--- config.mk ---
export PLATFORM = sky130hd
export DESIGN_NAME = hazard_unit_mc
export DESIGN_NICKNAME = d
export VERILOG_FILES = /design/src/rtl/hazard_pkg.sv /design/src/rtl/hazard_unit_mc_md_scoreboard.sv /design/src/rtl/hazard_unit_mc.sv
export SDC_FILE = /design/constraint.sdc
export NUM_CORES = 1
export LEC_CHECK = 0
export ABC_AREA = 1
export CORE_ASPECT_RATIO = 1.2
export CORE_MARGIN = 10
export CORE_UTILIZATION = 49
export DETAILED_ROUTE_END_ITERATION = 12
export GPL_TIMING_DRIVEN = 0
export PLACE_DENSITY = 0.75
export SLEW_MARGIN = 20
export SYNTH_ARGS = -nofsm -noshare
export SYNTH_HDL_FRONTEND = slang
export SYNTH_SLANG_ARGS = --single-unit
--- constraint.sdc ---
create_clock -name clk -period 4.6 [get_ports clk]
set_clock_uncertainty 0.15 [all_clocks]
set_input_delay 1.38 -clock clk [delete_from_list [all_inputs] [get_ports clk]]
set_output_delay 1.38 -clock clk [all_outputs]
set_load 0.02 [all_outputs]
--- src/rtl/hazard_pkg.sv ---
`default_nettype none
// ----------------------------------------------------------------------------
// Module : hazard_pkg
// Brief  : Shared types, forward-select codes and helpers for hazard_unit_mc.
// Rev    : 1.0  initial release
// ----------------------------------------------------------------------------
package hazard_pkg;

  // Execute-stage operand source selects
  localparam logic [1:0] FWD_RF  = 2'b00;
  localparam logic [1:0] FWD_WB  = 2'b01;
  localparam logic [1:0] FWD_MEM = 2'b10;
  localparam logic [1:0] FWD_MD  = 2'b11;

  // Multi-cycle unit occupancy
  typedef enum logic {
    MD_IDLE = 1'b0,
    MD_BUSY = 1'b1
  } md_state_t;

  // A register takes part in hazards unless it is the hardwired zero register
  function automatic logic is_valid_reg(input logic [31:0] addr, input logic zero_reg);
    return (addr != 32'd0) || !zero_reg;
  endfunction

endpackage
`default_nettype wire

--- src/rtl/hazard_unit_mc_md_scoreboard.sv ---
`default_nettype none
// ----------------------------------------------------------------------------
// Module : md_scoreboard
// Brief  : Multi-cycle unit tracker: latency counter, destination latch and
//          per-register pending bits with same-cycle writeback bypass.
// Rev    : 1.0  initial release
// ----------------------------------------------------------------------------
module md_scoreboard
  import hazard_pkg::*;
#(
  parameter int REG_AW   = 5,
  parameter int MD_LAT   = 4,
  parameter int ZERO_REG = 1
) (
  input  logic              clk,
  input  logic              rst_n,
  input  logic              start,
  input  logic [REG_AW-1:0] dest,
  input  logic              advance,
  input  logic [REG_AW-1:0] rd_a,
  input  logic [REG_AW-1:0] rd_b,
  output logic              busy,
  output logic [3:0]        count,
  output logic              wb,
  output logic [REG_AW-1:0] wb_dest,
  output logic              hit_a,
  output logic              hit_b
);

  localparam int         NREG = 1 << REG_AW;
  localparam logic [3:0] LAT  = 4'(MD_LAT);

  md_state_t         state, state_n;
  logic [3:0]        count_q, count_n;
  logic [REG_AW-1:0] dest_q, dest_n;
  logic [NREG-1:0]   sb;
  logic              accept;
  logic              dest_ok;

  // The result retires only on a cycle the pipeline actually advances
  assign wb      = (state == MD_BUSY) && (count_q == 4'd1) && advance;
  assign accept  = start && advance && ((state == MD_IDLE) || wb);
  assign dest_ok = is_valid_reg(32'(dest), ZERO_REG != 0);
  assign busy    = (state == MD_BUSY);
  assign count   = count_q;
  assign wb_dest = dest_q;
  // A bit being cleared this cycle no longer blocks; the MD forward covers it
  assign hit_a   = sb[rd_a] && !(wb && (dest_q == rd_a));
  assign hit_b   = sb[rd_b] && !(wb && (dest_q == rd_b));

  // Next-state: load on accept, count down while advancing, retire at 1
  always_comb begin
    state_n = state;
    count_n = count_q;
    dest_n  = dest_q;
    case (state)
      MD_IDLE: begin
        if (accept) begin
          state_n = MD_BUSY;
          count_n = LAT;
          dest_n  = dest;
        end
      end
      MD_BUSY: begin
        if (advance) begin
          if (count_q == 4'd1) begin
            if (accept) begin
              count_n = LAT;
              dest_n  = dest;
            end else begin
              state_n = MD_IDLE;
              count_n = 4'd0;
            end
          end else begin
            count_n = count_q - 4'd1;
          end
        end
      end
      default: state_n = MD_IDLE;
    endcase
  end

  // State, counter and destination registers
  always_ff @(posedge clk or negedge rst_n) begin
    if (!rst_n) begin
      state   <= MD_IDLE;
      count_q <= 4'd0;
      dest_q  <= '0;
    end else begin
      state   <= state_n;
      count_q <= count_n;
      dest_q  <= dest_n;
    end
  end

  // Pending bits: retire the old destination, then mark a new one (set wins)
  always_ff @(posedge clk or negedge rst_n) begin
    if (!rst_n) begin
      sb <= '0;
    end else begin
      if (wb) sb[dest_q] <= 1'b0;
      if (accept && dest_ok) sb[dest] <= 1'b1;
    end
  end

  // Decode-side mdstall must keep a new launch away while an op is mid-flight
  a_no_overlap: assert property (@(posedge clk) disable iff (!rst_n)
    !(start && advance && (state == MD_BUSY) && (count_q > 4'd1)))
    else $error("md_scoreboard: MdStartE while multi-cycle op in flight");

endmodule
`default_nettype wire

--- src/rtl/hazard_unit_mc.sv ---
`default_nettype none
// ----------------------------------------------------------------------------
// Module : hazard_unit_mc
// Brief  : 5-stage pipeline hazard unit with forwarding, load-use/branch
//          stalls, multi-cycle unit scoreboard, memory wait and perf counters.
// Rev    : 1.0  initial release
// ----------------------------------------------------------------------------
module hazard_unit_mc
  import hazard_pkg::*;
#(
  parameter int REG_AW   = 5,
  parameter int MD_LAT   = 4,
  parameter int ZERO_REG = 1,
  parameter int CNT_W    = 16
) (
  input  logic              clk,
  input  logic              rst_n,
  input  logic [REG_AW-1:0] RsD,
  input  logic [REG_AW-1:0] RtD,
  input  logic [REG_AW-1:0] RsE,
  input  logic [REG_AW-1:0] RtE,
  input  logic [REG_AW-1:0] WriteRegE,
  input  logic [REG_AW-1:0] WriteRegM,
  input  logic [REG_AW-1:0] WriteRegW,
  input  logic              RegWriteE,
  input  logic              RegWriteM,
  input  logic              RegWriteW,
  input  logic              MemtoRegE,
  input  logic              MemtoRegM,
  input  logic              BranchD,
  input  logic              JumpD,
  input  logic              MdOpD,
  input  logic              MdStartE,
  input  logic [REG_AW-1:0] MdDestE,
  input  logic              MemReadyM,
  output logic [1:0]        ForwardAE,
  output logic [1:0]        ForwardBE,
  output logic              ForwardAD,
  output logic              ForwardBD,
  output logic              StallF,
  output logic              StallD,
  output logic              StallE,
  output logic              StallM,
  output logic              FlushE,
  output logic              FlushW,
  output logic              MdBusy,
  output logic              MdWriteback,
  output logic [CNT_W-1:0]  StallCnt,
  output logic [CNT_W-1:0]  FlushCnt
);

  localparam logic [CNT_W-1:0] CNT_MAX = {CNT_W{1'b1}};

  logic              rs_d_ok, rt_d_ok, rs_e_ok, rt_e_ok;
  logic [3:0]        md_count;
  logic [REG_AW-1:0] md_dest;
  logic              sb_rs, sb_rt;
  logic              lwstall, branchstall, sbstall, mdstall, hz;

  assign rs_d_ok = is_valid_reg(32'(RsD), ZERO_REG != 0);
  assign rt_d_ok = is_valid_reg(32'(RtD), ZERO_REG != 0);
  assign rs_e_ok = is_valid_reg(32'(RsE), ZERO_REG != 0);
  assign rt_e_ok = is_valid_reg(32'(RtE), ZERO_REG != 0);

  md_scoreboard #(
    .REG_AW  (REG_AW),
    .MD_LAT  (MD_LAT),
    .ZERO_REG(ZERO_REG)
  ) u_md (
    .clk    (clk),
    .rst_n  (rst_n),
    .start  (MdStartE),
    .dest   (MdDestE),
    .advance(MemReadyM),
    .rd_a   (RsD),
    .rd_b   (RtD),
    .busy   (MdBusy),
    .count  (md_count),
    .wb     (MdWriteback),
    .wb_dest(md_dest),
    .hit_a  (sb_rs),
    .hit_b  (sb_rt)
  );

  // Youngest producer wins: MD retire, then Memory, then Writeback
  function automatic logic [1:0] fwd_e(input logic [REG_AW-1:0] src, input logic src_ok);
    logic [1:0] sel;
    sel = FWD_RF;
    if (src_ok && MdWriteback && (md_dest == src))         sel = FWD_MD;
    else if (src_ok && RegWriteM && (WriteRegM == src))    sel = FWD_MEM;
    else if (src_ok && RegWriteW && (WriteRegW == src))    sel = FWD_WB;
    return sel;
  endfunction

  // Operand forwarding selects for Execute and the Decode branch comparator
  always_comb begin
    ForwardAE = fwd_e(RsE, rs_e_ok);
    ForwardBE = fwd_e(RtE, rt_e_ok);
    ForwardAD = rs_d_ok && RegWriteM && (RsD == WriteRegM);
    ForwardBD = rt_d_ok && RegWriteM && (RtD == WriteRegM);
  end

  // Stall/flush generation; a memory wait freezes every stage
  always_comb begin
    lwstall     = MemtoRegE && rt_e_ok && ((RsD == RtE) || (RtD == RtE));
    branchstall = BranchD &&
                  ((RegWriteE && ((WriteRegE == RsD) || (WriteRegE == RtD))) ||
                   (MemtoRegM && ((WriteRegM == RsD) || (WriteRegM == RtD))));
    sbstall     = (rs_d_ok && sb_rs) || (rt_d_ok && sb_rt);
    mdstall     = MdOpD && MdBusy && (md_count > 4'd1);
    hz          = lwstall | branchstall | sbstall | mdstall;
    StallF = hz;
    StallD = hz;
    StallE = 1'b0;
    StallM = 1'b0;
    FlushE = hz | JumpD;
    FlushW = 1'b0;
    if (!MemReadyM) begin
      StallF = 1'b1;
      StallD = 1'b1;
      StallE = 1'b1;
      StallM = 1'b1;
      FlushE = 1'b0;
      FlushW = 1'b1;
    end
  end

  // Saturating stall/flush cycle counters
  always_ff @(posedge clk or negedge rst_n) begin
    if (!rst_n) begin
      StallCnt <= '0;
      FlushCnt <= '0;
    end else begin
      if (StallF && (StallCnt != CNT_MAX))            StallCnt <= StallCnt + CNT_W'(1);
      if ((FlushE || FlushW) && (FlushCnt != CNT_MAX)) FlushCnt <= FlushCnt + CNT_W'(1);
    end
  end

endmodule
`default_nettype wire

==> flow_summary.ini <==
[synth]
synthCells = 840
synthDistinctLibCells = 44
synthTopCellsByCount = nand2_1, nand3_1, inv_1
yosysMostFrequentCell = nand2_1
syn-num-nets = 896
synth_area_leader_cell = dfrtp_1
synth_seq_cells = 74
synth_area_leaders = dfrtp_1, nand2_1, nand3_1
synth-main-ff-cell = dfrtp_1
synth_seq_area_share = 0.324
syn-cell-area_mm2 = 0.00571
yosysWarnings = 0
synth_top_area_frac = 0.324
ys_async_sr_fraction = 1.00
syn_avg_cell_area_um2 = 6.80
synth_edf_count = 0

[final_layout]
synthToLayoutAreaGrowth_pct = 25.4
fin_area_mm2 = 0.00716
drive_gt1_frac = 0.111
nFillCells = 1135
utilization = 0.622
finish.net_count = 1002
diodes = 0

[sta]
hold_slack_ps = 375
setup_viol = 0
hold_viol_final = 0
layout_min_cycle_time_ps = 4500
slew_viol_final = 0
relSlewSlack = 0.532
fmax_ghz = 0.222
setup_tns_ps = 0
worst_slack_ps = 101
tightest_slew_ps = 694
finalCritPeriodShare = 0.978

[pwr]
leakagePower_nw = 3.40
power.switching_mw = 1.21
vdd_drop_max_uv = 371
pwr-share-clk = 0.248
pwr-share-comb = 0.423
swShare = 0.400
p_int_mw = 1.82
p_per_area_mw_per_mm2 = 424
p_seq_frac = 0.329

[detailed_routing]
vias = 5883
drtIter0Drc = 451
first_pass_iters = 8
post_drt_via_cell_ratio = 5.31
remaining_drc_errors = 0
wl_per_cell_um = 15.4
ant_nets = 0
drt_wl_total_mm = 17.0

[clocking]
cts-root-buf = clkbuf_16
cts_hold_buf = 0
cts_tree = done
cts_sinks = 74
clockBufferDepth = 2
path_clk_slew_ps = 60
clk_latency_ps = 340
cts_inserted_buffers = 9
htreeDepth = 3

[grt]
grt_start_max_net_pins = 42
antenna_found_initial = 0
overflow = 0
grt_pass1_vias = 5666
groute.usage.overall = 0.204
grt_pass1_wl_mm = 28.2

[placed_design]
gp_congestion = 0.922
dp_hpwl_mm = 12.8
place_ws_ps = -952
postPlaceCellArea_mm2 = 0.00678
port_buffers = 85

[worst_setup_path]
worstSetupPathType = in -> out
critPathMaxStageDelay_ps = 270
worst_path_max_delay_cell = clkdlybuf4s15_2
crit_buf_inv = 4
timing.rr.start = u_md.count[0]
cp_data_arrival_time_ps = 2970
cp_common_cell = nand3_1
crit_chain = buf_4 > inv_2 > buf_2 > a21oi_1 > o21ai_0 > nand3_1 > nand3_1 > nand3_1 > nand3_2 > nand3_4 > clkdlybuf4s15_2
cp_top_family = buffers and inverters
cp_data_required_time_ps = 3070
crit_fanout = 10
r2r_cells = 16
path_depth = 11
startpoint_type = primary input
critPathLaunch = RsD[0]
cp-end-kind = primary output

[floorplan]
die_area_mm2 = 0.0164
num_io_pins = 98
fp-row-count = 43
die_y_um = 138
initial_core_util = 0.496
core_mm2 = 0.0115
fp.dieW_um = 119

[hold_path]
hp-class = reg -> reg
hold_depth = 2
hp-start = u_md.sb[30]

[run_status]
status = completed

[job]
max_cap_viol_count = 0
## tightest hold or removal path, cell delays in order (launching register included)
cell	delay, ps
dfrtp_1	350
o21ai_0	80
o21ai_0	70
## path summary, 6_finish.rpt
check | slack (ps) | end
hold reg to reg | 380 | u_md.sb[30]
hold / removal | 380 | u_md.sb[30]
setup reg to reg | 1920 | StallCnt[2]
max in group asynchronous | 2890 | u_md.sb[12]
min in group asynchronous | 850 | FlushCnt[9]
setup / recovery | 100 | StallD
## power groups by stage
| stage | Sequential [mW] | Combinational (mW) | Clock [mW] |
|---|---|---|---|
| 2_1_floorplan | 1.04 | 0.786 | 0 |
| 3_3_place_gp | 1.00 | 1.24 | 0 |
| 6_report | 1.00 | 1.29 | 0.752 |
| 3_5_place_dp | 1.00 | 1.27 | 0 |
| 4_1_cts | 0.996 | 1.28 | 0.763 |
| 5_1_grt | 1.03 | 1.43 | 0.792 |
## cell type report
type | instances | area, um^2 | area share
multi-input combinational | 616 | 3210 | 0.448
tap | 157 | 196 | 0.0274
timing repair buffer | 96 | 918 | 0.128
inverter | 111 | 420 | 0.0587
buffer | 38 | 249 | 0.0348
clock buffer | 10 | 229 | 0.0320
clock inverter | 6 | 90.1 | 0.0126
sequential | 74 | 1850 | 0.258
## layer usage
| metal | track usage | share of wire |
|---|---|---|
| met5 | 0 | 0 |
| met4 | 0.0683 | 0.021 |
| met3 | 0.0501 | 0.072 |
| met2 | 0.333 | 0.48 |
| met1 | 0.255 | 0.43 |
## repair_timing
item	in CTS	in global routing
cloned	1	0
endpoints found under the setup margin	10	5
gates resized for setup	35	20
pin swaps	3	3
buffers inserted	5	4
## per-stage QoR
stage          instances  total power, mW
5_1_grt             1108             3.25
3_3_place_gp        1082             2.25
4_1_cts             1104             3.04
6_report            1108             3.04
2_1_floorplan        840             1.82
3_5_place_dp        1083             2.27
## cells by family (layout without fill, tap and decap cells)
kind of cell / after synthesis / in the layout / share of synthesized area
AO/OA/AOI/OAI: 133 / 133 / 0.132
XOR/XNOR: 58 / 58 / 0.0889
adder cells (fa/ha/maj): 4 / 4 / 0.00876
buffers and inverters: 150 / 261 / 0.116
flip-flops: 74 / 74 / 0.324
AND/OR/NAND/NOR: 421 / 421 / 0.330
## registers in the layout (all words and copies together), names as in the netlist
name	flops
StallCnt	16
FlushCnt	16
u_md.sb	32
u_md.busy	1
u_md.count	4
u_md.wb_dest	5
## cells in the final DEF (no fill, tap or decap), types with 2 or more instances in the layout
master,count
nand2_1,205
nand3_1,104
inv_1,97
o21ai_0,81
dfrtp_1,74
clkdlybuf4s50_1,64
nor2_1,51
xor2_1,39
nor3_1,25
buf_2,22
a21oi_1,19
xnor2_1,19
buf_4,19
inv_2,11
clkbuf_16,9
nand2_2,8
o22ai_1,8
nand4_1,7
dlygate4sd2_1,7
clkbuf_1,6
o211ai_1,6
nor4_1,6
buf_6,6
o31ai_1,4
or2_1,4
o21ai_2,4
ha_1,4
dlymetal6s2s_1,4
clkinv_2,2
a221oi_1,2
o211ai_2,2
o21ai_1,2
bufinv_16,2
clkbuf_2,2
(Power assumes the default switching activity.)
